File: src/rtl/ram8_bank16_if.sv
// Bus bundle for the eight-entry register bank: write/clear controls in,
// per-entry taps, addressed read, valid map and busy flag out.
interface ram8_bank16_if #(
  parameter int WIDTH = 16
) ();
  logic [WIDTH-1:0] in;
  logic             load;
  logic [2:0]       address;
  logic             clr_req;
  logic [WIDTH-1:0] out;
  logic [WIDTH-1:0] r0, r1, r2, r3, r4, r5, r6, r7;
  logic [7:0]       valid;
  logic             busy;

  modport master (
    output in, load, address, clr_req,
    input  out, r0, r1, r2, r3, r4, r5, r6, r7, valid, busy
  );

  modport slave (
    input  in, load, address, clr_req,
    output out, r0, r1, r2, r3, r4, r5, r6, r7, valid, busy
  );
endinterface

File: src/rtl/ram8_bank16.sv
// Eight-entry register bank with one write port and a background clear sequencer.
// Optional write-through on `out` when RAM8_WRITE_BYPASS_EN is defined.
module ram8_bank16 #(
  parameter int               WIDTH   = 16,
  parameter logic [WIDTH-1:0] CLR_VAL = {WIDTH{1'b0}}
) (
  input  logic          clk,
  input  logic          rst_n,
  ram8_bank16_if.slave  bus
);

  typedef enum logic {
    IDLE  = 1'b0,
    CLEAR = 1'b1
  } state_t;

  state_t           state;
  logic [2:0]       ptr;
  logic             busy_q;
  logic [7:0]       valid_q;
  logic [WIDTH-1:0] mem [8];

  // NOTE: every entry is a flop with an explicit reset value, so the bank is
  // never X after reset; this rules out a RAM macro, which is fine at 8 entries.
  // NOTE: sequential state uses non-blocking assignments only, so all registers
  // see pre-edge values of each other regardless of statement order.
  always_ff @(posedge clk) begin
    if (!rst_n) begin
      for (int i = 0; i < 8; i++) begin
        mem[i] <= '0;
      end
      valid_q <= 8'h00;
      state   <= IDLE;
      ptr     <= 3'd0;
      busy_q  <= 1'b0;
    end else begin
      unique case (state)
        IDLE: begin
          // A write in the same cycle as clr_req still lands; the sweep clears it later.
          if (bus.load) begin
            mem[bus.address]     <= bus.in;
            valid_q[bus.address] <= 1'b1;
          end
          if (bus.clr_req) begin
            state  <= CLEAR;
            ptr    <= 3'd0;
            busy_q <= 1'b1;
          end
        end
        CLEAR: begin
          mem[ptr]     <= CLR_VAL;
          valid_q[ptr] <= 1'b0;
          ptr          <= ptr + 3'd1;
          if (ptr == 3'd7) begin
            state  <= IDLE;
            busy_q <= 1'b0;
          end
        end
        default: begin
          state <= IDLE;
        end
      endcase
    end
  end

`ifdef RAM8_WRITE_BYPASS_EN
  // Write-through only when the write will actually be accepted.
  assign bus.out = (bus.load && !busy_q) ? bus.in : mem[bus.address];
`else
  assign bus.out = mem[bus.address];
`endif

  assign bus.r0    = mem[0];
  assign bus.r1    = mem[1];
  assign bus.r2    = mem[2];
  assign bus.r3    = mem[3];
  assign bus.r4    = mem[4];
  assign bus.r5    = mem[5];
  assign bus.r6    = mem[6];
  assign bus.r7    = mem[7];
  assign bus.valid = valid_q;
  assign bus.busy  = busy_q;

endmodule

File: src/flat_wrapper.sv
// flat-port wrapper written by rule: the top's interface ports become plain ports
module ram8_bank16_flat 
#(
  parameter int               WIDTH   = 16,
  parameter logic [WIDTH-1:0] CLR_VAL = {WIDTH{1'b0}}
)
  (clk, rst_n, bus_in, bus_load, bus_address, bus_clr_req, bus_out, bus_r0, bus_r1, bus_r2, bus_r3, bus_r4, bus_r5, bus_r6, bus_r7, bus_valid, bus_busy);
  ram8_bank16_if #(.WIDTH(WIDTH)) bus_i ();
  input  logic clk;
  input  logic rst_n;
  input wire logic [$bits(bus_i.in)-1:0] bus_in;
  input wire logic [$bits(bus_i.load)-1:0] bus_load;
  input wire logic [$bits(bus_i.address)-1:0] bus_address;
  input wire logic [$bits(bus_i.clr_req)-1:0] bus_clr_req;
  output wire logic [$bits(bus_i.out)-1:0] bus_out;
  output wire logic [$bits(bus_i.r0)-1:0] bus_r0;
  output wire logic [$bits(bus_i.r1)-1:0] bus_r1;
  output wire logic [$bits(bus_i.r2)-1:0] bus_r2;
  output wire logic [$bits(bus_i.r3)-1:0] bus_r3;
  output wire logic [$bits(bus_i.r4)-1:0] bus_r4;
  output wire logic [$bits(bus_i.r5)-1:0] bus_r5;
  output wire logic [$bits(bus_i.r6)-1:0] bus_r6;
  output wire logic [$bits(bus_i.r7)-1:0] bus_r7;
  output wire logic [$bits(bus_i.valid)-1:0] bus_valid;
  output wire logic [$bits(bus_i.busy)-1:0] bus_busy;
  assign bus_i.in = bus_in;
  assign bus_i.load = bus_load;
  assign bus_i.address = bus_address;
  assign bus_i.clr_req = bus_clr_req;
  assign bus_out = bus_i.out;
  assign bus_r0 = bus_i.r0;
  assign bus_r1 = bus_i.r1;
  assign bus_r2 = bus_i.r2;
  assign bus_r3 = bus_i.r3;
  assign bus_r4 = bus_i.r4;
  assign bus_r5 = bus_i.r5;
  assign bus_r6 = bus_i.r6;
  assign bus_r7 = bus_i.r7;
  assign bus_valid = bus_i.valid;
  assign bus_busy = bus_i.busy;
  ram8_bank16 #(.WIDTH(WIDTH), .CLR_VAL(CLR_VAL)) u_core (.clk(clk), .rst_n(rst_n), .bus(bus_i));
endmodule
File: config.mk
export PLATFORM = sky130hd
export DESIGN_NAME = ram8_bank16_flat
export DESIGN_NICKNAME = d
export VERILOG_FILES = /design/src/rtl/ram8_bank16_if.sv /design/src/rtl/ram8_bank16.sv /design/src/flat_wrapper.sv
export SDC_FILE = /design/constraint.sdc
export NUM_CORES = 1
export LEC_CHECK = 0
export ABC_CLOCK_PERIOD_IN_PS = 4050
export CORE_MARGIN = 2
export CORE_UTILIZATION = 49
export CTS_CLUSTER_DIAMETER = 120
export DETAILED_ROUTE_END_ITERATION = 10
export HOLD_SLACK_MARGIN = 0.12
export PLACE_DENSITY = 0.83
export RECOVER_POWER = 100
export SYNTH_ARGS = -nofsm -noshare
export SYNTH_HDL_FRONTEND = slang
export SYNTH_SLANG_ARGS = --single-unit
File: constraint.sdc
create_clock -name clk -period 4.05 [get_ports clk]
set_input_delay 1.0125 -clock clk [delete_from_list [all_inputs] [get_ports clk]]
set_output_delay 1.0125 -clock clk [all_outputs]
set_load 0.05 [all_outputs]
==> results.json, run 1 <==
{
  "status": "finished, violations left",
  "violations": "max-capacitance violations, max-slew violations",
  "worstReg2RegStart": "u_core.state$_SDFF_PN0_",
  "cts.sinks": 141,
  "synth_area_sq_um": 6510,
  "track_usage": 0.301,
  "finalHoldViolCount": 0,
  "critical_path.startpoint_type": "input port",
  "initial_core_util": 0.497,
  "cp_slowest_cell": "dlygate4sd3_1",
  "tightest_slew_ns": 1.53,
  "max_stage_delay_ns": 0.62,
  "area_delta_synth_final_pct": 40.4,
  "antenna_left": 0,
  "num_antenna_cells": 0,
  "cts_root_buf": "clkbuf_16",
  "finalCritPeriodShare": 0.966,
  "synth-async-reset-ratio": 0,
  "final_common_cell": "dlygate4sd3_1",
  "min_from": "u_core.bus.valid[1]$_SDFFE_PN0P_",
  "clkSlewWorstSetupHoldPaths_ns": 0.06,
  "max_freq_mhz": 256,
  "clock_latency_ns": 0.42,
  "top_usage_layer": "met2",
  "die-area_sq_um": 14200,
  "rows": 42,
  "use_met2": 0.504,
  "yosysSeqAreaShare": 0.631,
  "worstSetupPathType": "in -> out",
  "port_buffers": 175,
  "p_per_area_nw_per_um2": 452,
  "cp-startpoint": "bus_address[2]",
  "syn-mean-instance-area_sq_um": 12.7,
  "yosys.area.top_type": "edfxtp_1",
  "post_synth_num_cell_types": 40,
  "setup_violations": 0,
  "cp_max_fo": 13,
  "p_leak_nw": 3.46,
  "hold_path.class": "reg -> reg",
  "rrSetupSlack_ns": 0.79,
  "tritoncts": "yes",
  "postCtsSetupBuffers": 0,
  "reg2regPathDepth": 5,
  "ctsHoldBuffers": 0,
  "core_area_sq_um": 13100,
  "firstDrtPassIters": 5,
  "cts_buffers": 17,
  "synth-edff-count": 128,
  "drv_cap": 1,
  "crit_chain": "dlygate4sd3_1, clkbuf_2, mux4_2, mux2_2, clkbuf_2",
  "drv_slew": 29,
  "finalWeightedCongestion": 0.883,
  "crit_buf_inv": 3,
  "peakVddDrop_v": 0.000296,
  "cts_resized": 0,
  "min_path_cells": 2,
  "grt-ovfl-total": 0,
  "endpoint_kind": "output pin",
  "holdPathEnd": "u_core.bus.valid[1]$_SDFFE_PN0P_",
  "drc": 0,
  "die_h_um": 119,
  "antenna_found_initial": 0,
  "synth_area_leaders": "edfxtp_1, nor3_1, dfxtp_1, mux2i_1, mux4_2",
  "syn_inst": 514,
  "reg2reg_to": "u_core.mem[3][14]$_SDFFCE_PN0P_",
  "final_cell_mix": "dlygate4sd3_1, edfxtp_1, nor3_1",
  "critPathRequiredTime_ns": 3.04,
  "cpMostUsedCell": "clkbuf_2",
  "grtUsageMet3": 0.0742,
  "ys.flop_type": "edfxtp_1",
  "hpwl_um": 13800,
  "synth-seq-cells": 141,
  "synth_top_area_frac": 0.591,
  "crit_family": "buffers and inverters",
  "critPathArrivalTime_ns": 2.90,
  "grt_pass1_wl_um": 31800,
  "finalWirelength_um": 20900,
  "ios": 176,
  "rsz0062_at_grt": "false",
  "fillCellCount": 863,
  "grt_use_met1": 0.382,
  "die_w_um": 119,
  "slew_headroom": -0.0184,
  "clockBufferDepth": 2,
  "wl_per_cell_um": 23.6,
  "via_per_inst": 6.17,
  "yosysWarnings": 0,
  "cts_max_level": 4,
  "grt_max_degree": 34,
  "vias": 5464,
  "skew_ns": 0.0151,
  "power_mw": 4.13,
  "synth_nets": 539,
  "min_period_ns": 3.91,
  "drtIter0Drc": 553,
  "grt_pass1_vias": 5433,
  "nets": 722,
  "drive_gt1_frac": 0.141,
  "setup-tns-final_ns": 0
}
state kept, by name, indices dropped and copies added (netlist names):
name              cells
u_core.mem          128
u_core.bus.valid      8
u_core.ptr            3
u_core.bus.busy       1
u_core.state          1
logic make-up after synthesis:
kind of cell / count (synthesis) / synth area share
compound gates: 87 / 0.102
fa+ha+maj: 2 / 0.00385
simple gates: 191 / 0.142
mux: 37 / 0.0775
buf+inv: 56 / 0.0438
flops: 141 / 0.631
how the worst max path moves through the flow:
stage,endpoint,slack (ns),cells after the start
3_3_place_gp,bus_out[8],0.32,7
6_report,bus_out[3],0.14,5
2_1_floorplan,bus_out[12],0.43,6
5_1_grt,u_core.mem[3][14]$_SDFFCE_PN0P_,0.08,7
3_5_place_dp,bus_out[8],0.29,5
4_1_cts,bus_out[8],0.27,5
tightest hold or removal path, stage by stage (launching register included):
cell      delay (ns)
dfxtp_1         0.31
o31ai_1         0.06
a21boi_0        0.08
through the flow:
step / instances / utilization / setup slack, ns / hold WS [ns] / area (sq um)
finish: 886 / 0.698 / 0.138 / 0.502 / 9140
floorplan: 514 / - / 0.433 / 0.536 / 6510
global placement: 854 / 0.664 / 0.323 / 0.473 / 8690
CTS: 886 / 0.712 / 0.269 / 0.501 / 9320
detailed placement: 854 / 0.664 / 0.290 / 0.488 / 8690
global route: 886 / 0.698 / 0.0783 / 0.534 / 9140
metal layers:
metal / share of wire / vias to the layer above
li1: - / 2328
met1: 0.36 / 2692
met2: 0.51 / 393
met3: 0.11 / 51
met4: 0.024 / 0
met5: 0 / -
layout make-up:
type	count	area, sq um	share of cell area
flip-flops and latches	141	4100	0.449
multi-input cells	317	2110	0.231
repair buffers	209	2040	0.223
clock buffers	18	429	0.0470
well taps	176	220	0.0241
clock inverters	14	195	0.0214
inverters	11	41.3	0.00452
power by group:
group | leakage (nW) | total [mW] | internal [mW] | switching [mW]
combinational | 1.72 | 0.786 | 0.233 | 0.553
sequential | 1.43 | 1.71 | 1.66 | 0.0482
clock | 0.304 | 1.64 | 1.03 | 0.604
total | 3.46 | 4.13 | 2.92 | 1.21
cell usage after synthesis, drive strengths merged (5+ instances only):
library cell and instances:
o211ai 10, nor2 35, o21ai 14, a21oi 12
buf 40, inv 11, a22oi 10, nor3 96
mux2i 23, dfxtp 13, nand2 39, nor2b 8
clkbuf 5, o32a 10, mux4 10, edfxtp 128
a211o 10, a21boi 13
Power figures use the tool's default switching activity.
==> run 2, diff against run 1 <==
Settings changed: ABC_CLOCK_PERIOD_IN_PS 4050 to 5000, CORE_UTILIZATION 49 to 52, PLACE_DENSITY 0.83 to 0.87.
Clock period 4.05 ns to 5 ns, I/O delays scaled along.
==> results.json, run 2 (synthesis gave the netlist of run 1 again) <==
{
  "cts_resized": 0,
  "die_w_um": 116,
  "num_antenna_cells": 0,
  "clkSlewWorstSetupHoldPaths_ns": 0.06,
  "setup_violations": 0,
  "postCtsSetupBuffers": 0,
  "die_h_um": 116,
  "clockBufferDepth": 2,
  "crit_buf_inv": 2,
  "port_buffers": 175,
  "slew_headroom": 0.0630,
  "cp_slowest_cell": "mux2_1",
  "setup-tns-final_ns": 0,
  "p_leak_nw": 3.37,
  "grt-ovfl-total": 0,
  "finalWirelength_um": 20900,
  "ctsHoldBuffers": 0,
  "min_period_ns": 4.61,
  "dp.cells": 832,
  "cts_max_level": 4,
  "tightest_slew_ns": 1.41,
  "top_register": "u_core.mem",
  "endpoint_kind": "register",
  "critPathRequiredTime_ns": 5.08,
  "grt_pass1_vias": 5476,
  "ios": 176,
  "clock_latency_ns": 0.42,
  "final_cell_mix": "dlygate4sd3_1, edfxtp_1, nor3_1",
  "firstDrtPassIters": 6,
  "largest_reg_flops": 128,
  "rsz0062_at_grt": "false",
  "crit_chain": "dlygate4sd3_1, nand2_1, mux2_1, o21ai_2, clkbuf_2",
  "critical_path.startpoint_type": "input port",
  "hpwl_um": 13500,
  "finalCritPeriodShare": 0.922,
  "utilization": 0.749,
  "max_freq_mhz": 217,
  "drv_slew": 0,
  "grt_pass1_wl_um": 31500,
  "antenna_left": 0,
  "rows": 40,
  "skew_ns": 0.00838,
  "core_area_sq_um": 12100,
  "grt_max_degree": 35,
  "critPathArrivalTime_ns": 4.69,
  "wl_per_cell_um": 24.2,
  "max_stage_delay_ns": 0.97,
  "antenna_found_initial": 0,
  "via_per_inst": 6.34,
  "cts.sinks": 141,
  "drive_gt1_frac": 0.115,
  "drv_cap": 0,
  "nets": 708,
  "final_common_cell": "dlygate4sd3_1",
  "drtIter0Drc": 574,
  "tritoncts": "yes",
  "status": "finished, final reports clean",
  "fillCellCount": 775,
  "worstSetupPathType": "in -> reg",
  "initial_core_util": 0.537,
  "vias": 5474,
  "drc": 0,
  "p_per_area_nw_per_um2": 369,
  "stdcell_count": 864,
  "peakVddDrop_v": 0.000218,
  "track_usage": 0.321,
  "crit_family": "buffers and inverters",
  "hold_path.class": "reg -> reg",
  "finalWeightedCongestion": 0.971,
  "area_delta_synth_final_pct": 39.4,
  "cts_root_buf": "clkbuf_16",
  "cp_max_fo": 34,
  "finalHoldViolCount": 0,
  "cts_buffers": 17,
  "die-area_sq_um": 13400
}
[run 2: changes by cell type in the layout (fill, tap and decap cells not counted), sizes merged, moves of 2 or more]
cell / previous run / this run
clkinvlp: 1 / 3
clkinv: 9 / 7
buf: 33 / 22
clkbuf: 37 / 33
[run 2: power breakdown]
part / switching, mW / internal (mW)
clock network: 0.492 / 0.832
logic: 0.450 / 0.185
registers: 0.0387 / 1.35
[run 2: metal layers]
layer  GRT usage  share of wire
met3      0.0649           0.12
met1       0.394           0.34
met5           0              0
met4       0.166          0.034
met2       0.542           0.51
[run 2: cell type report]
class | count | area, sq um | area share
Clock buffer | 17 | 425 | 0.0469
Clock inverter | 15 | 195 | 0.0215
Inverter | 11 | 41.3 | 0.00455
Multi-Input combinational cell | 317 | 2150 | 0.237
Sequential cell | 141 | 4100 | 0.453
Tap cell | 168 | 210 | 0.0232
Timing Repair Buffer | 195 | 1940 | 0.214
[run 2: through the flow]
step	cell area, sq um	power (mW)	setup slack (ns)	hold WS (ns)
final	9070	3.34	0.390	0.491
after global routing	9070	3.42	0.268	0.523
after CTS	9170	3.37	0.592	0.491
after detailed placement	8550	2.07	0.664	0.483
after global placement	8550	2.06	0.707	0.480
after floorplan	6510	1.81	0.908	0.536
[run 2: worst reg2reg max path: stages, from the launching register on]
cell	delay [ns]
dfxtp_1	0.68
nand2_1	0.44
mux2_1	0.98
o21ai_2	0.66
clkbuf_2	0.44
[run 2: worst paths after layout]
| check | start | to | slack [ns] | cells after the start |
|---|---|---|---|---|
| setup / recovery | rst_n | u_core.mem[7][10]$_SDFFCE_PN0P_ | 0.39 | 5 |
| hold / removal | u_core.bus.valid[0]$_SDFFE_PN0P_ | u_core.bus.valid[0]$_SDFFE_PN0P_ | 0.49 | 2 |
| setup reg to reg | u_core.state$_SDFF_PN0_ | u_core.mem[7][10]$_SDFFCE_PN0P_ | 1.46 | 4 |
| hold reg to reg | u_core.bus.valid[0]$_SDFFE_PN0P_ | u_core.bus.valid[0]$_SDFFE_PN0P_ | 0.49 | 2 |
